[src/rtl/ws2812_pkg.sv]
// Shared WS2812 definitions: frame sequencer states, default pixel width and
// the ns-to-cycles helper also used by the bit controller.
package ws2812_pkg;

   localparam int BITWIDTH_DEF = 24;

   typedef enum logic [1:0] {
      ST_IDLE   = 2'd0,
      ST_STREAM = 2'd1,
      ST_LATCH  = 2'd2
   } state_e;

   function automatic int cycles_from_ns(input longint f_clk_hz, input longint t_ns);
      return int'((t_ns * f_clk_hz) / longint'(1_000_000_000));
   endfunction

   function automatic int addr_width(input int n);
      return (n > 1) ? $clog2(n) : 1;
   endfunction

endpackage

[src/rtl/ws2812_pixel_ram.sv]
// Pixel frame store: one write port and a registered, clearable read port.
// WS2812_DOUBLE_BUFFER_EN adds a second bank selected independently for write and read.
module ws2812_pixel_ram #(
   parameter int BITWIDTH = 24,
   parameter int NUM_LEDS = 8,
   parameter int AW       = 3
) (
   input  logic                Clk,
   input  logic                Reset,
   input  logic                wr_en,
   input  logic [AW-1:0]       wr_addr,
   input  logic [BITWIDTH-1:0] wr_data,
`ifdef WS2812_DOUBLE_BUFFER_EN
   input  logic                wr_bank,
   input  logic                rd_bank,
`endif
   input  logic                rd_en,
   input  logic                rd_clr,
   input  logic [AW-1:0]       rd_addr,
   output logic [BITWIDTH-1:0] rd_data
);

   localparam logic [AW:0] DEPTH = (AW+1)'(NUM_LEDS);

   logic [BITWIDTH-1:0] data_q, data_d;
   logic                wr_ok;

`ifdef WS2812_DOUBLE_BUFFER_EN
   logic [BITWIDTH-1:0] mem [2][NUM_LEDS];
`else
   logic [BITWIDTH-1:0] mem [NUM_LEDS];
`endif

   assign wr_ok   = wr_en && ({1'b0, wr_addr} < DEPTH);
   assign rd_data = data_q;

   // Storage is intentionally left unreset; only the output word is.
   always_ff @(posedge Clk) begin
`ifdef WS2812_DOUBLE_BUFFER_EN
      if (wr_ok) mem[wr_bank][wr_addr] <= wr_data;
`else
      if (wr_ok) mem[wr_addr] <= wr_data;
`endif
   end

   always_comb begin
      data_d = data_q;
      if (rd_clr) begin
         data_d = '0;
      end else if (rd_en) begin
`ifdef WS2812_DOUBLE_BUFFER_EN
         data_d = mem[rd_bank][rd_addr];
`else
         data_d = mem[rd_addr];
`endif
      end
   end

   always_ff @(posedge Clk or posedge Reset) begin
      if (Reset) data_q <= '0;
      else       data_q <= data_d;
   end

endmodule

[src/rtl/ws2812_strip_feeder.sv]
// Frame sequencer feeding pixel words to the WS2812 bit controller, then holding
// the latch interval. WS2812_DOUBLE_BUFFER_EN selects a front/back banked frame store.
module ws2812_strip_feeder
   import ws2812_pkg::*;
#(
   parameter int F_CLK      = 12_000_000,
   parameter int BITWIDTH   = BITWIDTH_DEF,
   parameter int NUM_LEDS   = 8,
   parameter int T_RESET_NS = 60_000
) (
   input  logic                            Clk,
   input  logic                            Reset,
   input  logic                            WrEn,
   input  logic [addr_width(NUM_LEDS)-1:0] WrAddr,
   input  logic [BITWIDTH-1:0]             WrData,
   input  logic                            Start,
   output logic                            Busy,
   output logic [BITWIDTH-1:0]             PixelData,
   output logic                            PixelValid,
   input  logic                            PixelReq,
   output logic                            FrameDone
);

   localparam int RESET_CYCLES = cycles_from_ns(F_CLK, T_RESET_NS);
   localparam int CW = $clog2(RESET_CYCLES + 1);
   localparam int AW = addr_width(NUM_LEDS);
   localparam logic [AW-1:0] LAST_IDX  = AW'(NUM_LEDS - 1);
   localparam logic [CW-1:0] CNT_START = CW'(RESET_CYCLES - 1);

   state_e        state_q, state_d;
   logic [AW-1:0] index_q, index_d;
   logic [CW-1:0] cnt_q, cnt_d;
   logic          valid_q, valid_d;
   logic          busy_q, busy_d;
   logic          done_q, done_d;
   logic          rd_en, rd_clr;
   logic [AW-1:0] rd_addr;

`ifdef WS2812_DOUBLE_BUFFER_EN
   logic bank_q, bank_d;
`endif

   ws2812_pixel_ram #(
      .BITWIDTH (BITWIDTH),
      .NUM_LEDS (NUM_LEDS),
      .AW       (AW)
   ) u_ram (
      .Clk     (Clk),
      .Reset   (Reset),
      .wr_en   (WrEn),
      .wr_addr (WrAddr),
      .wr_data (WrData),
`ifdef WS2812_DOUBLE_BUFFER_EN
      .wr_bank (~bank_q),
      .rd_bank (bank_d),
`endif
      .rd_en   (rd_en),
      .rd_clr  (rd_clr),
      .rd_addr (rd_addr),
      .rd_data (PixelData)
   );

   always_comb begin
      state_d = state_q;
      index_d = index_q;
      cnt_d   = cnt_q;
      valid_d = valid_q;
      busy_d  = busy_q;
      rd_en   = 1'b0;
      rd_clr  = 1'b0;
      rd_addr = index_q;
`ifdef WS2812_DOUBLE_BUFFER_EN
      bank_d  = bank_q;
`endif
      unique case (state_q)
         ST_IDLE: begin
            if (Start) begin
               index_d = '0;
               rd_en   = 1'b1;
               rd_addr = '0;
               valid_d = 1'b1;
               busy_d  = 1'b1;
               state_d = ST_STREAM;
`ifdef WS2812_DOUBLE_BUFFER_EN
               // Swap in the same edge so the first fetch reads the freshly written bank.
               bank_d  = ~bank_q;
`endif
            end
         end
         ST_STREAM: begin
            if (PixelReq) begin
               if (index_q < LAST_IDX) begin
                  index_d = index_q + 1'b1;
                  rd_en   = 1'b1;
                  rd_addr = index_d;
               end else begin
                  valid_d = 1'b0;
                  rd_clr  = 1'b1;
                  cnt_d   = CNT_START;
                  state_d = ST_LATCH;
               end
            end
         end
         ST_LATCH: begin
            if (cnt_q == '0) begin
               busy_d  = 1'b0;
               state_d = ST_IDLE;
            end else begin
               cnt_d = cnt_q - 1'b1;
            end
         end
         default: state_d = ST_IDLE;
      endcase
      // Registered so FrameDone is high exactly while the counter sits at zero.
      done_d = (state_d == ST_LATCH) && (cnt_d == '0);
   end

   always_ff @(posedge Clk or posedge Reset) begin
      if (Reset) begin
         state_q <= ST_IDLE;
         index_q <= '0;
         cnt_q   <= '0;
         valid_q <= 1'b0;
         busy_q  <= 1'b0;
         done_q  <= 1'b0;
`ifdef WS2812_DOUBLE_BUFFER_EN
         bank_q  <= 1'b0;
`endif
      end else begin
         state_q <= state_d;
         index_q <= index_d;
         cnt_q   <= cnt_d;
         valid_q <= valid_d;
         busy_q  <= busy_d;
         done_q  <= done_d;
`ifdef WS2812_DOUBLE_BUFFER_EN
         bank_q  <= bank_d;
`endif
      end
   end

   assign Busy       = busy_q;
   assign PixelValid = valid_q;
   assign FrameDone  = done_q;

endmodule

[config.mk]
export PLATFORM = sky130hd
export DESIGN_NAME = ws2812_strip_feeder
export DESIGN_NICKNAME = d
export VERILOG_FILES = /design/src/rtl/ws2812_pkg.sv /design/src/rtl/ws2812_pixel_ram.sv /design/src/rtl/ws2812_strip_feeder.sv
export SDC_FILE = /design/constraint.sdc
export NUM_CORES = 1
export LEC_CHECK = 0
export ABC_AREA = 1
export CAP_MARGIN = 0
export CORE_ASPECT_RATIO = 2
export CORE_MARGIN = 8
export CORE_UTILIZATION = 45
export CTS_BUF_LIST = sky130_fd_sc_hd__clkbuf_8 sky130_fd_sc_hd__clkbuf_16
export DETAILED_ROUTE_END_ITERATION = 8
export GPL_TIMING_DRIVEN = 0
export PLACE_DENSITY_LB_ADDON = 0.2
export SLEW_MARGIN = 20
export SYNTH_ARGS = -nofsm -noshare
export SYNTH_HDL_FRONTEND = slang
export SYNTH_SLANG_ARGS = --single-unit
[constraint.sdc]
create_clock -name Clk -period 2.45 [get_ports Clk]
set_input_delay 0.245 -clock Clk [delete_from_list [all_inputs] [get_ports Clk]]
set_output_delay 0.245 -clock Clk [all_outputs]
set_load 0.01 [all_outputs]
Word level (Yosys, flattened, before mapping)
Memory sizes are Yosys's and may differ from the RTL's.
Cells that the tools add are included.
{"block": "totals", "ff_bits": 42, "ramBits": 192, "elab_cells": 57, "memories": 1}
{"block": "classes", "n_eq_ne": 7, "n_reduce_logical": 9, "muxes": 30, "n_lt_le_gt_ge": 1, "add_sub_neg": 2}
{"name": "u_ram.mem", "words": 8, "word_bits": 24, "read_ports": 1, "rd_ports_with_merged_regs": 0, "wr": 1, "line_no": "ws2812_pixel_ram.sv:31", "text": "logic [BITWIDTH-1:0] mem [NUM_LEDS];"}
{"operator": "$mux W24", "count": 2}
{"operator": "$mux W10", "count": 3}
{"operator": "$logic_not A10 Y1", "count": 2}
{"operator": "$pmux W10 S2", "count": 1}
{"operator": "$mux W1", "count": 12}
{"operator": "$sub A10 B1 Y10 const B", "count": 1}
{"operator": "$mux W3", "count": 3}
{"operator": "$mux W2", "count": 4}
{"operator": "$ne A2 B2 Y1 const B", "count": 4}
{"operator": "$pmux W1 S2", "count": 3}
{"operator": "$pmux W2 S3", "count": 1}
{"operator": "$pmux W3 S2", "count": 1}
{"operator": "$reduce_bool A2 Y1", "count": 3}
{"operator": "$eq A2 B2 Y1 const B", "count": 2}
{"operator": "$reduce_and A4 Y1", "count": 1}
{"operator": "$add A3 B1 Y3 const B", "count": 1}
{"operator": "$lt A3 B3 Y1 const B", "count": 1}
{"operator": "$reduce_and A3 Y1", "count": 1}
{"operator": "$eq A2 B1 Y1 const B", "count": 1}
{"operator": "$logic_not A2 Y1", "count": 1}
{"operator": "$logic_and A1 B1 Y1", "count": 1}

Logic depth before layout (Yosys ltp)
An unclocked memory read counts as a cell.
{"block": "depth", "ltp_word": 7, "depth_mapped": 15}

Cells and area by module
Synthesis repeated with hierarchy kept, for this count alone.
{"block": "hier_totals", "hier_cells": 1066, "hier_area_um2": 10407.5}
{"mod": "ws2812_pixel_ram", "area_per_inst_um2": 9036.2, "n_inst": 1, "seq_area_each_um2": 6366.1, "cells_per_inst": 855}
{"mod": "ws2812_strip_feeder", "area_per_inst_um2": 1371.3, "n_inst": 1, "seq_area_each_um2": 450.4, "cells_per_inst": 211}

Worst setup path after synthesis
No wires, ideal clock.
{"block": "synth_path", "path_kind": "flip-flop to flip-flop", "start": "register state_q[1]", "end": "register u_ram.data_q[21] (netlist: u_ram.rd_data[21])", "t_arrival_ns": 1.861, "synth_period_minus_slack_ns": 1.979, "setup_slack_ns": 0.471, "required_ns": 2.332, "stages_incl_launch_ff": 14, "cell_sequence": "dfrtp_1 inv_1 ha_1 buf_4 nand2_2 a21oi_1 a21oi_4 nand2_2 buf_6 buf_2 o211ai_1 nand3_1 nand3_1 nand2_1"}
{"block": "synth_between", "elab_chain_cells": 5}
{"element": "from (decl)", "line_no": "ws2812_strip_feeder.sv:30", "text": "state_e state_q, state_d;"}
{"element": "from (signal assigned)", "line_no": "ws2812_strip_feeder.sv:130", "text": "state_q <= state_d;"}
{"element": "$eq A2 B1 Y1 / $logic_not A2 Y1 (equally long branches)", "line_no": "ws2812_strip_feeder.sv:75", "text": "unique case (state_q)"}
{"element": "$pmux W3 S2", "line_no": "ws2812_strip_feeder.sv:75"}
{"element": "$mem_v2 Z8 W24"}
{"element": "$mux W24", "line_no": "ws2812_pixel_ram.sv:50", "text": "end else if (rd_en) begin"}
{"element": "$mux W24", "line_no": "ws2812_pixel_ram.sv:48", "text": "if (rd_clr) begin"}
{"element": "to (signal assigned)", "line_no": "ws2812_pixel_ram.sv:61", "text": "else data_q <= data_d;"}
{"element": "to (decl)", "line_no": "ws2812_pixel_ram.sv:25", "text": "logic [BITWIDTH-1:0] data_q, data_d;"}
Several ways; a longest one is shown, not always the timed one. The select of a mux whose other input is x is not followed.
A chain may end at the register's enable or synchronous reset.

Worst setup path after layout
{"block": "layout_path", "start": "register state_q[1]", "end": "register u_ram.data_q[12] (netlist: u_ram.rd_data[12])"}
The elaborated chain is that of the path after synthesis.

==> summary.md <==
| Metric | Value |
|---|---|
| Crit path largest cell delay | `0.37 ns` |
| DRC | `0` |
| TritonCTS clock tree | `built` |
| Die Span Y | `228 um` |
| DP HPWL | `18.2 mm` |
| Routed WL | `27.2 mm` |
| Flop2flop setup slack | `0.11 ns` |
| Peak VDD IR | `886 uV` |
| Floorplan row count | `78` |
| Post-synth cell types | `28` |
| Cells after synthesis | `969` |
| Layout cell share with drive strength beyond 1 | `0.105` |
| Hold_buf cts | `0` |
| Delay-heaviest family, CP | `buffers and inverters` |
| Final min period | `2.34 ns` |
| Final hold violations | `0` |
| GRT overflow | `0` |
| Setup Skew | `0.0102 ns` |
| YS warnings | `0` |
| Yosys top cell by area | `edfxtp_1` |
| TritonCTS Sinks | `234` |
| WL/cell | `20.0 um` |
| Post-Route Setup TNS | `0 ns` |
| Initial Utilization | `0.452` |
| Syn_nets | `1008` |
| Design Power | `14900 uW` |
| Maximum clock path buffer count | `3` |
| Endpoints failing setup | `0` |
| Critical Path Slowest Stage Cell | `dfrtp_1` |
| Mapped cell area | `10200 um2` |
| Post-route cell area | `12300 um2` |
| Vias per inst | `5.36` |
| Synthesized flop and latch total | `234` |
| Worst EP required | `2.91 ns` |
| Worst-Margin Slew | `0.677 ns` |
| Crit. End Element | `register` |
| Gpl congestion | `0.866` |
| Min-delay worst type | `primary input to async pin` |
| Largest net degree at the start of global routing | `23` |
| Via Count | `7292` |
| # nets final | `1104` |
| PortBufs | `58` |
| Startpoint types | `register` |
| Initial antenna violation count | `0` |
| First-pass DRT Iterations | `5` |
| Root Driver | `clkbuf_16` |
| Layout Utilization | `0.550` |
| Leak | `0.00506 uW` |
| Inserted Clock Buffers | `22` |
| Max-slew headroom | `0.549` |
| Die Width | `122 um` |
| Worst-Skew Late Latency | `0.52 ns` |
| # IOs | `59` |
| Outcome | `completed` |
| Pre-CTS setup slack | `-0.362 ns` |
| 1st-iter DRT viols | `626` |
| Synth-to-Final Area Change | `21.5%` |
| Diode count | `0` |
| Setup WS post-layout | `0.113 ns` |
| FMAX | `0.428 GHz` |
| First-pass GRT wire length | `42.2 mm` |
| Vias in the first global route | `7280` |
| Sequential share of the synthesized area | `0.671` |
| CTS HTree Levels | `1` |
| Final worst-path cycle share | `0.954` |
| Global Route Usage Sum | `0.198` |
| Pwr dens | `1200 nW/um2` |
| Antenna Nets Post-Route | `0` |
| Core Region | `22400 um2` |
| Area share of the largest cell type after synthesis | `0.568` |
| Worst path cell trace | `inv_2, ha_1, buf_6, o21ai_4, nor2_1, o22ai_4, buf_4, buf_4, buf_6, nand2_1, nand3_1, nand3_1, nand2_1` |
| Cell Area, Placed | `11400 um2` |
| Final-report max-slew violation count | `0` |
| Top cells by area, synth | `edfxtp_1, nand2_1, dfrtp_1, nand3_1, inv_1` |
| Arrival @ worst endpoint | `2.80 ns` |
| Bufs and invs on worst path | `5` |
| CP Class | `register to register` |
| Clock transition at the registers of the reported paths | `0.07 ns` |
| Die area | `27900 um2` |
| Post-Syn Area per Cell | `10.5 um2` |
| Crit-path max FO | `10` |
| Maxcap violations | `0` |
==> synth_stat cells, drive strengths merged <==
master and n:
and2 2, nand2 309, nor2 36, inv 90, nand3b 23, a21oi 12, dfrtp 42, nand4 3
o21ai 14, nand3 162, edfxtp 192, o31ai 1, ha 7, o22ai 1, buf 25, nor3 2
o211ai 24, xor2 1, clkbuf 23
==> state kept, by name, indices dropped and copies added, names as in the netlist <==
name           flops
u_ram.mem        192
u_ram.rd_data     24
cnt_q             10
index_q            3
state_q            2
Busy               1
FrameDone          1
PixelValid         1
==> cells by family after synthesis <==
| kind of cell | count (synthesis) | share of synthesized area |
|---|---|---|
| AOI/OAI and AO/OA | 52 | 0.0340 |
| xor gates and xnor gates | 1 | 0.000863 |
| adders and majority gates | 7 | 0.00862 |
| buffers and inverters | 138 | 0.0554 |
| DFF | 234 | 0.671 |
| and+or+nand+nor | 537 | 0.230 |
==> final timing paths <==
check	from	endpoint	cells after the start
max	state_q[1]$_DFF_PP0_	u_ram.rd_data[12]$_DFFE_PP0P_	13
min	Reset	FrameDone$_DFF_PP0_	2
max reg2reg	state_q[1]$_DFF_PP0_	u_ram.rd_data[12]$_DFFE_PP0P_	13
min reg2reg	u_ram.rd_data[1]$_DFFE_PP0P_	u_ram.rd_data[1]$_DFFE_PP0P_	2
max in group asynchronous	Reset	u_ram.rd_data[14]$_DFFE_PP0P_	3
min in group Clk	Start	PixelValid$_DFFE_PP0P_	3
==> area by class of cell <==
cell class	instances	area, um2
Fill cell	1947	10100
Clock buffer	26	617
Buffer	47	327
Inverter	90	340
Multi-Input combinational cell	597	2890
Sequential cell	234	6820
Timing Repair Buffer	73	878
Clock inverter	14	119
Tap cell	280	350
==> layout by cell type, fill, tap and decap left out, types with 9 or more instances in the layout <==
cell type          n
o21ai_0           13
clkbuf_16         23
o211ai_1          24
clkdlybuf4s50_1   58
buf_6             11
nand3b_1          23
nand3_1          161
nor2_4             9
a21oi_1           10
nor2_1            26
clkbuf_2          14
nand2_1          306
inv_1             89
edfxtp_1         192
dfrtp_1           42
buf_4             11
==> through the flow <==
step / cells / hold slack, ns
6_report: 1361 / 0.0923
5_1_grt: 1361 / 0.136
4_1_cts: 1359 / 0.103
3_5_place_dp: 1316 / 0.465
3_3_place_gp: 1307 / 0.463
2_1_floorplan: 969 / 0.344
==> per-layer routing <==
metal / share of wire / up-vias / track usage
met4: 0.025 / 0 / 0.0721
met5: 0 / - / 0
li1: - / 3472 / -
met2: 0.50 / 262 / 0.329
met1: 0.40 / 3514 / 0.255
met3: 0.068 / 44 / 0.0294
==> where the power goes <==
group,switching [uW],total [uW],internal (uW)
logic,4110,6420,2310
registers,249,4980,4730
clock network,1460,3460,2000
total,5810,14900,9050
==> what timing repair did <==
item	CTS	global route
setup buffers	3	3
gates resized for setup	25	41
pin swaps	0	3
setup endpoints to repair	24	24
Power figures use the tool's default switching activity.
